`src/rtl/frame_deframer_pkg.sv`:
```
// Shared constants and state encoding for the byte-level frame receive stage.
// The security core imports the same package, so flag values live here only.
package frame_deframer_pkg;

   localparam logic [7:0] FRAME_START = 8'h06;
   localparam logic [7:0] FRAME_END   = 8'h07;
   localparam logic [7:0] ESC_VAL     = 8'h14;
   localparam logic [7:0] ESC_XOR     = 8'h20;

   typedef enum logic [3:0] {
      ST_HUNT = 4'b0001,
      ST_RECV = 4'b0010,
      ST_ESC  = 4'b0100,
      ST_HOLD = 4'b1000
   } state_e;

   // Only the three flag values may legally appear after an escape byte.
   function automatic logic isEscapable(input logic [7:0] b);
      return (b == FRAME_START) || (b == FRAME_END) || (b == ESC_VAL);
   endfunction

endpackage

```
`src/rtl/frame_deframer.sv`:
```
// Hunts for FRAME_START, removes escape stuffing and assembles FRAME_BYTES bytes
// into one wide vector handed to the consumer with a valid/ready handshake.
module frame_deframer
   import frame_deframer_pkg::*;
#(
   parameter int FRAME_BYTES = 87,
   parameter int CNT_W       = 16
) (
   input  logic                       clk,
   input  logic                       rst_n,
   input  logic [7:0]                 rx_byte,
   input  logic                       rx_valid,
   output logic [0:FRAME_BYTES*8-1]   frame_out,
   output logic                       frame_valid,
   input  logic                       frame_ready,
   output logic                       err_len,
   output logic                       err_esc,
   output logic                       overrun,
   output logic [CNT_W-1:0]           frame_cnt
);

   localparam int IDX_W = $clog2(FRAME_BYTES + 1);
   localparam int BIT_W = $clog2(FRAME_BYTES * 8);
   localparam logic [IDX_W-1:0] FULL = IDX_W'(FRAME_BYTES);

   state_e                   state_q, state_d;
   logic [IDX_W-1:0]         cnt_q, cnt_d;
   logic [0:FRAME_BYTES*8-1] frame_q;
   logic                     frameValid_q;
   logic                     errLen_q, errLen_d;
   logic                     errEsc_q, errEsc_d;
   logic                     overrun_q, overrun_d;
   logic [CNT_W-1:0]         frameCnt_q;
   logic                     wrEn, accept;
   logic [7:0]               wrData, unEsc;
   logic [BIT_W-1:0]         wrBit;

   assign unEsc = rx_byte ^ ESC_XOR;
   assign wrBit = BIT_W'(cnt_q) * BIT_W'(8);

   always_comb begin
      state_d   = state_q;
      cnt_d     = cnt_q;
      wrEn      = 1'b0;
      wrData    = rx_byte;
      errLen_d  = 1'b0;
      errEsc_d  = 1'b0;
      overrun_d = 1'b0;
      accept    = 1'b0;
      unique case (state_q)
         ST_HUNT: begin
            if (rx_valid && rx_byte == FRAME_START) begin
               cnt_d   = '0;
               state_d = ST_RECV;
            end
         end
         ST_RECV: begin
            if (rx_valid) begin
               if (rx_byte == ESC_VAL) begin
                  state_d = ST_ESC;
               end else if (rx_byte == FRAME_END) begin
                  if (cnt_q == FULL) begin
                     state_d = ST_HOLD;
                  end else begin
                     errLen_d = 1'b1;
                     state_d  = ST_HUNT;
                  end
               end else if (rx_byte == FRAME_START) begin
                  // Resync on a fresh start flag; a partial frame counts as a length error.
                  errLen_d = (cnt_q != '0);
                  cnt_d    = '0;
               end else if (cnt_q < FULL) begin
                  wrEn  = 1'b1;
                  cnt_d = cnt_q + IDX_W'(1);
               end else begin
                  errLen_d = 1'b1;
                  state_d  = ST_HUNT;
               end
            end
         end
         ST_ESC: begin
            if (rx_valid) begin
               if (!isEscapable(unEsc)) begin
                  errEsc_d = 1'b1;
                  state_d  = ST_HUNT;
               end else if (cnt_q == FULL) begin
                  errLen_d = 1'b1;
                  state_d  = ST_HUNT;
               end else begin
                  wrEn    = 1'b1;
                  wrData  = unEsc;
                  cnt_d   = cnt_q + IDX_W'(1);
                  state_d = ST_RECV;
               end
            end
         end
         ST_HOLD: begin
            // No backpressure exists, so every byte seen while holding is lost.
            overrun_d = rx_valid;
            if (frame_ready) begin
               accept  = 1'b1;
               state_d = ST_HUNT;
            end
         end
         default: begin
            state_d = ST_HUNT;
         end
      endcase
   end

   always_ff @(posedge clk or negedge rst_n) begin
      if (!rst_n) begin
         state_q      <= ST_HUNT;
         cnt_q        <= '0;
         frame_q      <= '0;
         frameValid_q <= 1'b0;
         errLen_q     <= 1'b0;
         errEsc_q     <= 1'b0;
         overrun_q    <= 1'b0;
         frameCnt_q   <= '0;
      end else begin
         state_q      <= state_d;
         cnt_q        <= cnt_d;
         frameValid_q <= (state_d == ST_HOLD);
         errLen_q     <= errLen_d;
         errEsc_q     <= errEsc_d;
         overrun_q    <= overrun_d;
         if (wrEn) begin
            frame_q[wrBit +: 8] <= wrData;
         end
         if (accept) begin
            frameCnt_q <= frameCnt_q + CNT_W'(1);
         end
      end
   end

   assign frame_out   = frame_q;
   assign frame_valid = frameValid_q;
   assign err_len     = errLen_q;
   assign err_esc     = errEsc_q;
   assign overrun     = overrun_q;
   assign frame_cnt   = frameCnt_q;

endmodule

```
`config.mk`:
```
export PLATFORM = sky130hd
export DESIGN_NAME = frame_deframer
export DESIGN_NICKNAME = d
export VERILOG_FILES = /design/src/rtl/frame_deframer_pkg.sv /design/src/rtl/frame_deframer.sv
export SDC_FILE = /design/constraint.sdc
export NUM_CORES = 1
export LEC_CHECK = 0
export CAP_MARGIN = 5
export CELL_PAD_IN_SITES_DETAIL_PLACEMENT = 1
export CELL_PAD_IN_SITES_GLOBAL_PLACEMENT = 1
export CORE_MARGIN = 5
export CORE_UTILIZATION = 42
export CTS_BUF_LIST = sky130_fd_sc_hd__clkbuf_4
export DETAILED_ROUTE_END_ITERATION = 8
export PLACE_DENSITY = 0.79
export SETUP_SLACK_MARGIN = 0.02
export SKIP_CTS_REPAIR_TIMING = 1
export SYNTH_ARGS = -nofsm -noshare
export SYNTH_HDL_FRONTEND = slang
export SYNTH_SLANG_ARGS = --single-unit
```
`constraint.sdc`:
```
create_clock -name clk -period 3.4 [get_ports clk]
set_clock_uncertainty 0.05 [all_clocks]
set_input_delay 0.34 -clock clk [delete_from_list [all_inputs] [get_ports clk]]
set_output_delay 0.34 -clock clk [all_outputs]
set_load 0.1 [all_outputs]
```
== After elaboration in Yosys (flattened, before gate mapping) ==
Cells that the tools add are included.

* Bitwise logic cells: 2
* Add/subtract/negate cells: 3
* Reduce and logical (&&, ||, !) cells: 6
* Equality and inequality tests: 20
* Order comparisons: 1
* Shifts and indexed selects: 2
* Muxes and demuxes: 51

{| class="wikitable"
|+ Operators with widths
! operator !! number
|-
| $shift 697x12->696 const A || 1
|-
| $shiftx 697x12->696 || 1
|-
| $bwmux 696 || 1
|-
| $mux 7 || 9
|-
| $mux 4 || 9
|-
| $eq 8x3->1 const B || 4
|-
| $mux 6 || 4
|-
| $mux 1 || 22
|-
| $pmux 7 s3 || 1
|-
| $add 16x1->16 const B || 1
|-
| $eq 8x5->1 const B || 2
|-
| $pmux 4 s4 || 1
|-
| $ne 2x2->1 const B || 7
|-
| $neg 11->12 || 1
|-
| $not 10->11 || 1
|-
| $reduce_and 9->1 || 1
|-
| $eq 4x4->1 const B || 2
|-
| $add 7x1->7 const B || 1
|-
| $eq 7x7->1 const B || 1
|-
| $lt 7x7->1 const B || 1
|-
| $reduce_bool 7->1 || 1
|-
| $eq 4x1->1 const B || 1
|-
| $eq 4x2->1 const B || 1
|-
| $eq 4x3->1 const B || 1
|-
| 7 further kinds || 10
|}

* Output and inout bits: 716
* Register bits: 727
* Bits of input ports: 12

== Longest topological paths before layout ==
Gate-level depths: netlist (run 1).

* Depth after elaboration: 9
* Mapped depth: 9
* Gate-level depth less buffers: 6

== Worst setup path after synthesis (run 1) ==
No wires, ideal clock.

* Path kind: input-to-reg
* From: in rx_byte[3]
* To: reg frame_q (netlist bit frame_out[440])
* Data required time: 3.225 ns
* Slack: 0.620 ns
* Arrival time: 2.604 ns
* Path buffers: 4
* Stages on the path: 9
* Library setup time: 0.125 ns
* Cell sequence: clkbuf_1 or4b_1 buf_2 a211oi_4 a22oi_2 buf_6 buf_6 nor3_4 mux2_2

* Cells in the longest elaborated chain, start to end: 8
* Elaborated cells between the ends (all ways): 21

{| class="wikitable"
|+ Ends and longest elaborated chain
! element !! RTL line !! RTL
|-
| start: declaration || frame_deframer.sv:11 || <nowiki>input logic [7:0] rx_byte,</nowiki>
|-
| $eq 8x3->1 || frame_deframer_pkg.sv:19 || <nowiki>return (b == FRAME_START) || (b == FRAME_END) || (b == ESC_VAL);</nowiki>
|-
| $logic_or 1x1->1 (2 in a row) || frame_deframer_pkg.sv:19 ||
|-
| $mux 6 || frame_deframer.sv:83 || <nowiki>if (!isEscapable(unEsc)) begin</nowiki>
|-
| $mux 6 || frame_deframer.sv:82 || <nowiki>if (rx_valid) begin</nowiki>
|-
| $mux 6 || frame_deframer.sv:50 || <nowiki>unique case (state_q)</nowiki>
|-
| $shiftx 697x12->696 || frame_deframer.sv:129 || <nowiki>frame_q[wrBit +: 8] <= wrData;</nowiki>
|-
| $bwmux 696 || frame_deframer.sv:129 ||
|-
| end signal: indexed assignment || frame_deframer.sv:129 ||
|-
| end: declaration || frame_deframer.sv:28 || <nowiki>logic [0:FRAME_BYTES*8-1] frame_q;</nowiki>
|}

Several ways; a longest one is shown, not always the timed one.
A chain may end at the register's enable or synchronous reset.

== Worst setup path in the final report (run 1) ==
* From: reg state_q[1]
* To: reg frame_q (netlist bit frame_out[289])

* Cells in the longest elaborated chain, start to end: 4
* Elaborated cells between the ends (all ways): 6

{| class="wikitable"
|+ Ends and longest elaborated chain
! element !! RTL line !! RTL
|-
| start: declaration || frame_deframer.sv:26 || <nowiki>state_e state_q, state_d;</nowiki>
|-
| start signal: assignment || frame_deframer.sv:122 || <nowiki>state_q <= state_d;</nowiki>
|-
| $eq 4x3->1 || frame_deframer.sv:50 ||
|-
| $mux 6 || frame_deframer.sv:50 ||
|-
| $shiftx 697x12->696 || frame_deframer.sv:129 ||
|-
| $bwmux 696 || frame_deframer.sv:129 ||
|}

Several ways; a longest one is shown, not always the timed one.

==> results of run 1 <==
## worst min-delay path: cells and delay by family
| kind | cells | cell delay, ps |
|---|---|---|
| buf+inv | 2 | 630 |
| mux | 1 | 50 |
| simple gates | 1 | 50 |
## cell families after synthesis
kind of cell | Yosys count | synth area share
DFF | 727 | 0.5951
muxes | 694 | 0.2553
and+or+nand+nor | 602 | 0.1001
buffers and inverters | 108 | 0.01498
AOI/OAI and AO/OA | 78 | 0.02705
xor gates and xnor gates | 16 | 0.004584
adders and majority gates | 7 | 0.002865
## layer usage
layer,part of all wire,vias up,GRT usage
met2,0.49,906,0.5273
met3,0.070,257,0.09134
met1,0.39,12434,0.3894
met5,0,-,0
li1,-,10003,-
met4,0.045,0,0.1398
## path summary, 6_finish.rpt
path / slack [ps] / endpoint / start / cells after the start
min in group asynchronous: 310 / frame_out[504]$_DFFE_PN0P_ / rst_n / 3
worst max register to register: 120 / frame_out[289]$_DFFE_PN0P_ / state_q[1]$_DFF_PN0_ / 7
max in group asynchronous: 2050 / frame_out[212]$_DFFE_PN0P_ / rst_n / 5
worst min register to register: 430 / frame_out[15]$_DFFE_PN0P_ / frame_out[15]$_DFFE_PN0P_ / 1
worst max-delay path: 120 / frame_out[289]$_DFFE_PN0P_ / state_q[1]$_DFF_PN0_ / 7
worst min-delay path: 30 / frame_out[190]$_DFFE_PN0P_ / rx_byte[1] / 4
## registers in the layout, indices dropped and copies added (netlist names)
signal,cells
frame_out,696
frame_cnt,16
cnt_q,7
state_q,4
err_esc,1
err_len,1
frame_valid,1
overrun,1
## synthesized netlist by cell type (all sizes together) (2+ instances only)
cell type / instances
nor4b: 4
nor2b: 15
a21boi: 5
ha: 7
nand3: 46
xor2: 5
nand2b: 11
nor4: 10
nand4: 29
inv: 11
mux2i: 8
o21ai: 8
a2bb2oi: 3
or3b: 4
clkbuf: 63
or4: 3
xnor2: 11
nor3: 80
and3: 10
or4b: 3
o22ai: 3
o41ai: 2
mux2: 686
dfrtp: 726
nor3b: 3
a31oi: 3
and2: 12
or3: 4
o211ai: 3
a211oi: 4
and4: 3
a21o: 6
nand2: 108
a21oi: 34
buf: 34
nor2: 254
## cells in the final DEF (no fill, tap or decap), types with 5 or more instances in the layout
cell type	n
nand3_2	6
nand3_1	40
and2_1	9
a21oi_4	26
buf_4	155
buf_12	49
a21boi_0	5
clkbuf_4	284
o21ai_0	7
mux2_2	682
clkdlybuf4s50_1	693
nor3_2	15
a21o_1	6
clkinv_1	41
nand2b_1	11
nor3_4	10
mux2i_1	8
nand4_2	13
nor2_1	253
and3_1	10
xnor2_1	11
dfrtp_1	725
inv_1	10
nand2_1	106
nand4_1	16
a21oi_1	8
ha_1	7
diode_2	10
nor2b_1	14
nor3_1	55
nor4_1	8
## power by group through the flow
stage          clock [mW]  combinational, mW  sequential (mW)
2_1_floorplan           0              0.260             8.85
3_3_place_gp            0              0.727             8.84
3_5_place_dp            0              0.755             8.84
4_1_cts              7.94              0.757             8.68
5_1_grt              8.43              0.823             8.68
6_report             7.71              0.766             8.68
## layout make-up
class	count	area [sq um]	share of cell area
clock buffers	284	2132	0.04952
well taps	959	1200	0.02787
clock inverters	56	290.3	0.006742
inverters	11	41.29	0.0009591
multi-input cells	1397	12010	0.2790
repair buffers	902	9154	0.2126
flip-flops and latches	727	18200	0.4227
diodes	10	25.02	0.0005812
## metrics by stage
step / instance area, sq um / hold slack [ps]
CTS: 42970 / -885.1
floorplan: 30570 / -5.591
detailed placement: 40540 / 370.0
global placement: 40540 / 372.6
finish: 43050 / 26.57
global route: 43050 / -34.79
==> results.toml, run 1 <==
[outcome]
status = "completed"

[floorplanning]
io_pins = 728
die_area_sq_um = 78280
rows = 99
start_util = 0.4212
fp.dieH_um = 279.8
core_area_sq_um = 72590
chipWidth_um = 279.8

[detailed_routing]
post_drt_wl_per_cell_um = 29.28
drc = 0
wl_um = 127300
drt_first_pass_iters = 4
drt_iter0_markers = 1281
vias = 23600
vias_per_cell = 5.430
ant_nets = 0

[finish]
final_nets = 3252
instances_no_fill = 4346
finish.utilization = 0.5931
areaGrowthSynthToFinish_pct = 40.83
final_layout_size_suffix_gt1_frac = 0.3808
fill_cells = 7230

[worst_setup_path]
cp_data_required_time_ps = 4270
slowest_stage = "nor3_2"
path_max_fanout = 9
cp_common_cell = "buf_4"
startpoint_type = "register"
worst_path_largest_cell_delay_ps = 1020
cpLargestDelayFamily = "simple AND/OR/NAND/NOR gates"
endpoint_kind = "register"
crit_type = "register to register"
arrival_ps = 4150
path_cells = "nor4b_1 -> buf_4 -> a2111oi_0 -> buf_4 -> nor3_2 -> nand3_2 -> mux2_2"
path_buf_inv = 2

[sta]
setup_violations = 0
max_slew_margin = 0.1213
rsz0062_at_grt = "false"
clock.fmax_mhz = 305.0
finalMaxSlewViolations = 0
hold_violations = 0
worst_slack_ps = 121.2
layout_worst_path_cycle_share = 0.9644
period_needed_ps = 3279
setup-tns-final_ps = 0
max_slew.worst_pin.slew_ps = 1311

[clock_tree]
cts_tree = "done"
cts.htree.levels = 4
cts-buffers-inserted = 194
cts.path.max_buffers = 3
cts.sinks = 727
clock_latency_ps = 1050
root_buffer = "clkbuf_4"
clkTransAtPathRegs_ps = 70

[placement]
post-dp-hpwl_um = 95070
dp.cells = 3992
portBuffers = 727
finalWeightedCongestion = 0.9055
pre_cts_ws_ps = -170.4

[logic_synthesis]
synth_edf_count = 0
synth_top_cell_area_share = 0.5943
yosys.area.top_type = "dfrtp_1"
synthCells = 2232
syn_avg_cell_area_sq_um = 13.70
synth_area_sq_um = 30570
synth_cell_types = 62
postSynth.asyncResetShare = 1.000
synth_flop_cell = "dfrtp_1"
ys_seq_area_frac = 0.5951
synth-seq-cells = 727
syn-num-nets = 2251
yosysWarnings = 0
synthTopCellsByArea = "dfrtp_1, mux2_2, nor2_1"

[global_routing]
antenna_found_initial = 6
grt_use_total = 0.3179
grt_start_max_net_pins = 86
grt_pass1_wl_um = 184700
overflow = 0
grt_pass1_vias = 26280

[flow_run]
maxCapViolCount = 0

[power]
combPwrFrac = 0.045
power_frac_seq = 0.506
internal_power_mw = 12.65
finalPower_mw = 17.16
peakVddDrop_v = 0.0004371
p_sw_frac = 0.2632
p_clk_frac = 0.449
p_per_area_nw_per_um2 = 398.7
switchingPower_mw = 4.517
p_leak_nw = 20.34

[worst_hold_path]
min_path_type = "input port to register"
Note: power is estimated with default switching activity, not from simulation.
==> run 2, diff against run 1 <==
Settings changed: CAP_MARGIN 5 to 20.
==> run 2 against run 1 <==
  * Non-clock buffer count up 3
  * Worst setup slack got worse by 23 ps
  * Routed wire length rose by 1.1%
  * Die area stayed put
  * Utilization barely moved
  * Clock power up 1%
  * Sequential cell count is the same
  * Final area is essentially flat
  * Total power up 0.42%
  * Register-to-register slack lost 20 ps
==> results.toml, run 2 (synthesized netlist as in run 1, its figures left out) <==
[power]
peakVddDrop_v = 0.0002738
finalPower_mw = 17.24
p_leak_nw = 20.35
p_per_area_nw_per_um2 = 400.4

[placement]
placed_cell_area_sq_um = 40560
finalWeightedCongestion = 0.9055
portBuffers = 727
post-dp-hpwl_um = 95010

[finish]
multi_input_area_sq_um = 12010
fill_cells = 7207
final_layout_size_suffix_gt1_frac = 0.3811
final_common_cell = "dfrtp_1"
fin_area_sq_um = 43050
areaGrowthSynthToFinish_pct = 40.83
most-common-layout-cells = "dfrtp_1, clkdlybuf4s50_1, mux2_2"
regArea_sq_um = 18200
final_nets = 3251
largest_reg_flops = 696

[sta]
clock.fmax_mhz = 302.8
layout_worst_path_cycle_share = 0.9713
max_slew_margin = 0.2203
max_slew.worst_pin.slew_ps = 1166
whs_ps = 81.99
setup_violations = 0
hold_violations = 0
setup-tns-final_ps = 0
rsz0062_at_grt = "false"
finalMaxSlewViolations = 0
period_needed_ps = 3302

[detailed_routing]
drt_iter0_markers = 1289
met2WireLength_um = 63320
met3_length_um = 9919
vias_per_cell = 5.482
routed.top_layer = "met4"
ant_nets = 0
drt_first_pass_iters = 5
post_drt_wl_per_cell_um = 29.70
wl_um = 128700
met1_length_um = 48870
vias = 23747
drc = 0

[worst_setup_path]
cpLargestDelayFamily = "simple AND/OR/NAND/NOR gates"
reg2reg_depth = 6
cp_data_required_time_ps = 4250
worst_path_largest_cell_delay_ps = 680
r2r-start = "cnt_q[3]$_DFFE_PN0P_"
crit_path_end = "frame_out[94]$_DFFE_PN0P_"
path_buf_inv = 1
crit_type = "register to register"
reg2reg_slack_ps = 100
cp_num_cells = 6
crit_start = "cnt_q[3]$_DFFE_PN0P_"
endpoint_kind = "register"
path_max_fanout = 15
cp_common_cell = "nor3_2"
slowest_stage = "dfrtp_1"
arrival_ps = 4150
timing.rr.end = "frame_out[94]$_DFFE_PN0P_"
startpoint_type = "register"
path_cells = "nand2b_1 -> nor3_2 -> buf_4 -> nand2_1 -> nor3_2 -> mux2_2"

[clock_tree]
cts_tree = "done"
clock_latency_ps = 1020
cts-buffers-inserted = 190
root_buffer = "clkbuf_4"
cts.sinks = 727
clkTransAtPathRegs_ps = 70
cts.path.max_buffers = 3
cts.htree.levels = 4

[flow_run]
maxCapViolCount = 0

[outcome]
status = "completed"

[floorplanning]
io_pins = 728
start_util = 0.4212
core_area_sq_um = 72590
fp.dieH_um = 279.8
die_area_sq_um = 78280
rows = 99
chipWidth_um = 279.8

[global_routing]
antenna_found_initial = 6
grt_start_max_net_pins = 86
grt_pass1_wl_um = 186900
overflow = 0
grt_use_total = 0.3211
grt_pass1_vias = 26556

[worst_hold_path]
min_path_type = "input port to register"
==> run 2: cell types whose count changed in the layout (fill, tap and decap cells not counted), sizes merged <==
cell and delta:
buf +1, bufinv +3, clkbuf -8, clkinv -3
clkinvlp -1, diode -6, dlygate4sd3 +1, inv -1
==> run 2: worst reg2reg max path, delay by kind of cell (launching register included) <==
family        cells  cell delay [ps]
flops             1              680
simple gates      4             1730
buf+inv           1              300
mux               1              420
==> run 2: power breakdown <==
part           total [mW]  internal, mW  switching, mW
sequential           8.68          8.66         0.0253
clock                7.79          3.95           3.84
combinational       0.766         0.146          0.619
total                17.2          12.7           4.49
==> run 2: per-stage QoR <==
stage                 util  std cells  worst slack [ps]
floorplan                -       2232             620.4
global placement    0.5585       3992            -237.4
detailed placement  0.5587       3993            -164.6
CTS                 0.5919       4322             146.7
global route        0.5931       4331             32.62
finish              0.5931       4332             97.70
==> run 2: area by class of cell <==
type / instances / area share
multi-input combinational: 1397 / 0.2789
timing repair buffer: 905 / 0.2134
tap: 959 / 0.02787
antenna: 4 / 0.0002325
clock buffer: 275 / 0.04795
sequential: 727 / 0.4227
clock inverter: 54 / 0.007992
inverter: 11 / 0.0009591
==> run 2: how the worst min path moves through the flow <==
stage               startpoint                    endpoint  slack (ps)  cells after the start
CTS                      rst_n  frame_out[693]$_DFFE_PN0P_        -810                      1
detailed placement       rst_n  frame_out[624]$_DFFE_PN0P_         370                      1
global route        rx_byte[0]  frame_out[191]$_DFFE_PN0P_          20                      4
floorplan                rst_n        cnt_q[0]$_DFFE_PN0P_          -6                      0
global placement         rst_n  frame_out[624]$_DFFE_PN0P_         370                      1
finish              rx_byte[0]  frame_out[191]$_DFFE_PN0P_          80                      4
==> run 2: metal layers <==
metal	vias up	GRT usage
li1	9973	-
met1	12473	0.3803
met2	993	0.5376
met3	308	0.1013
met4	0	0.1472
met5	-	0
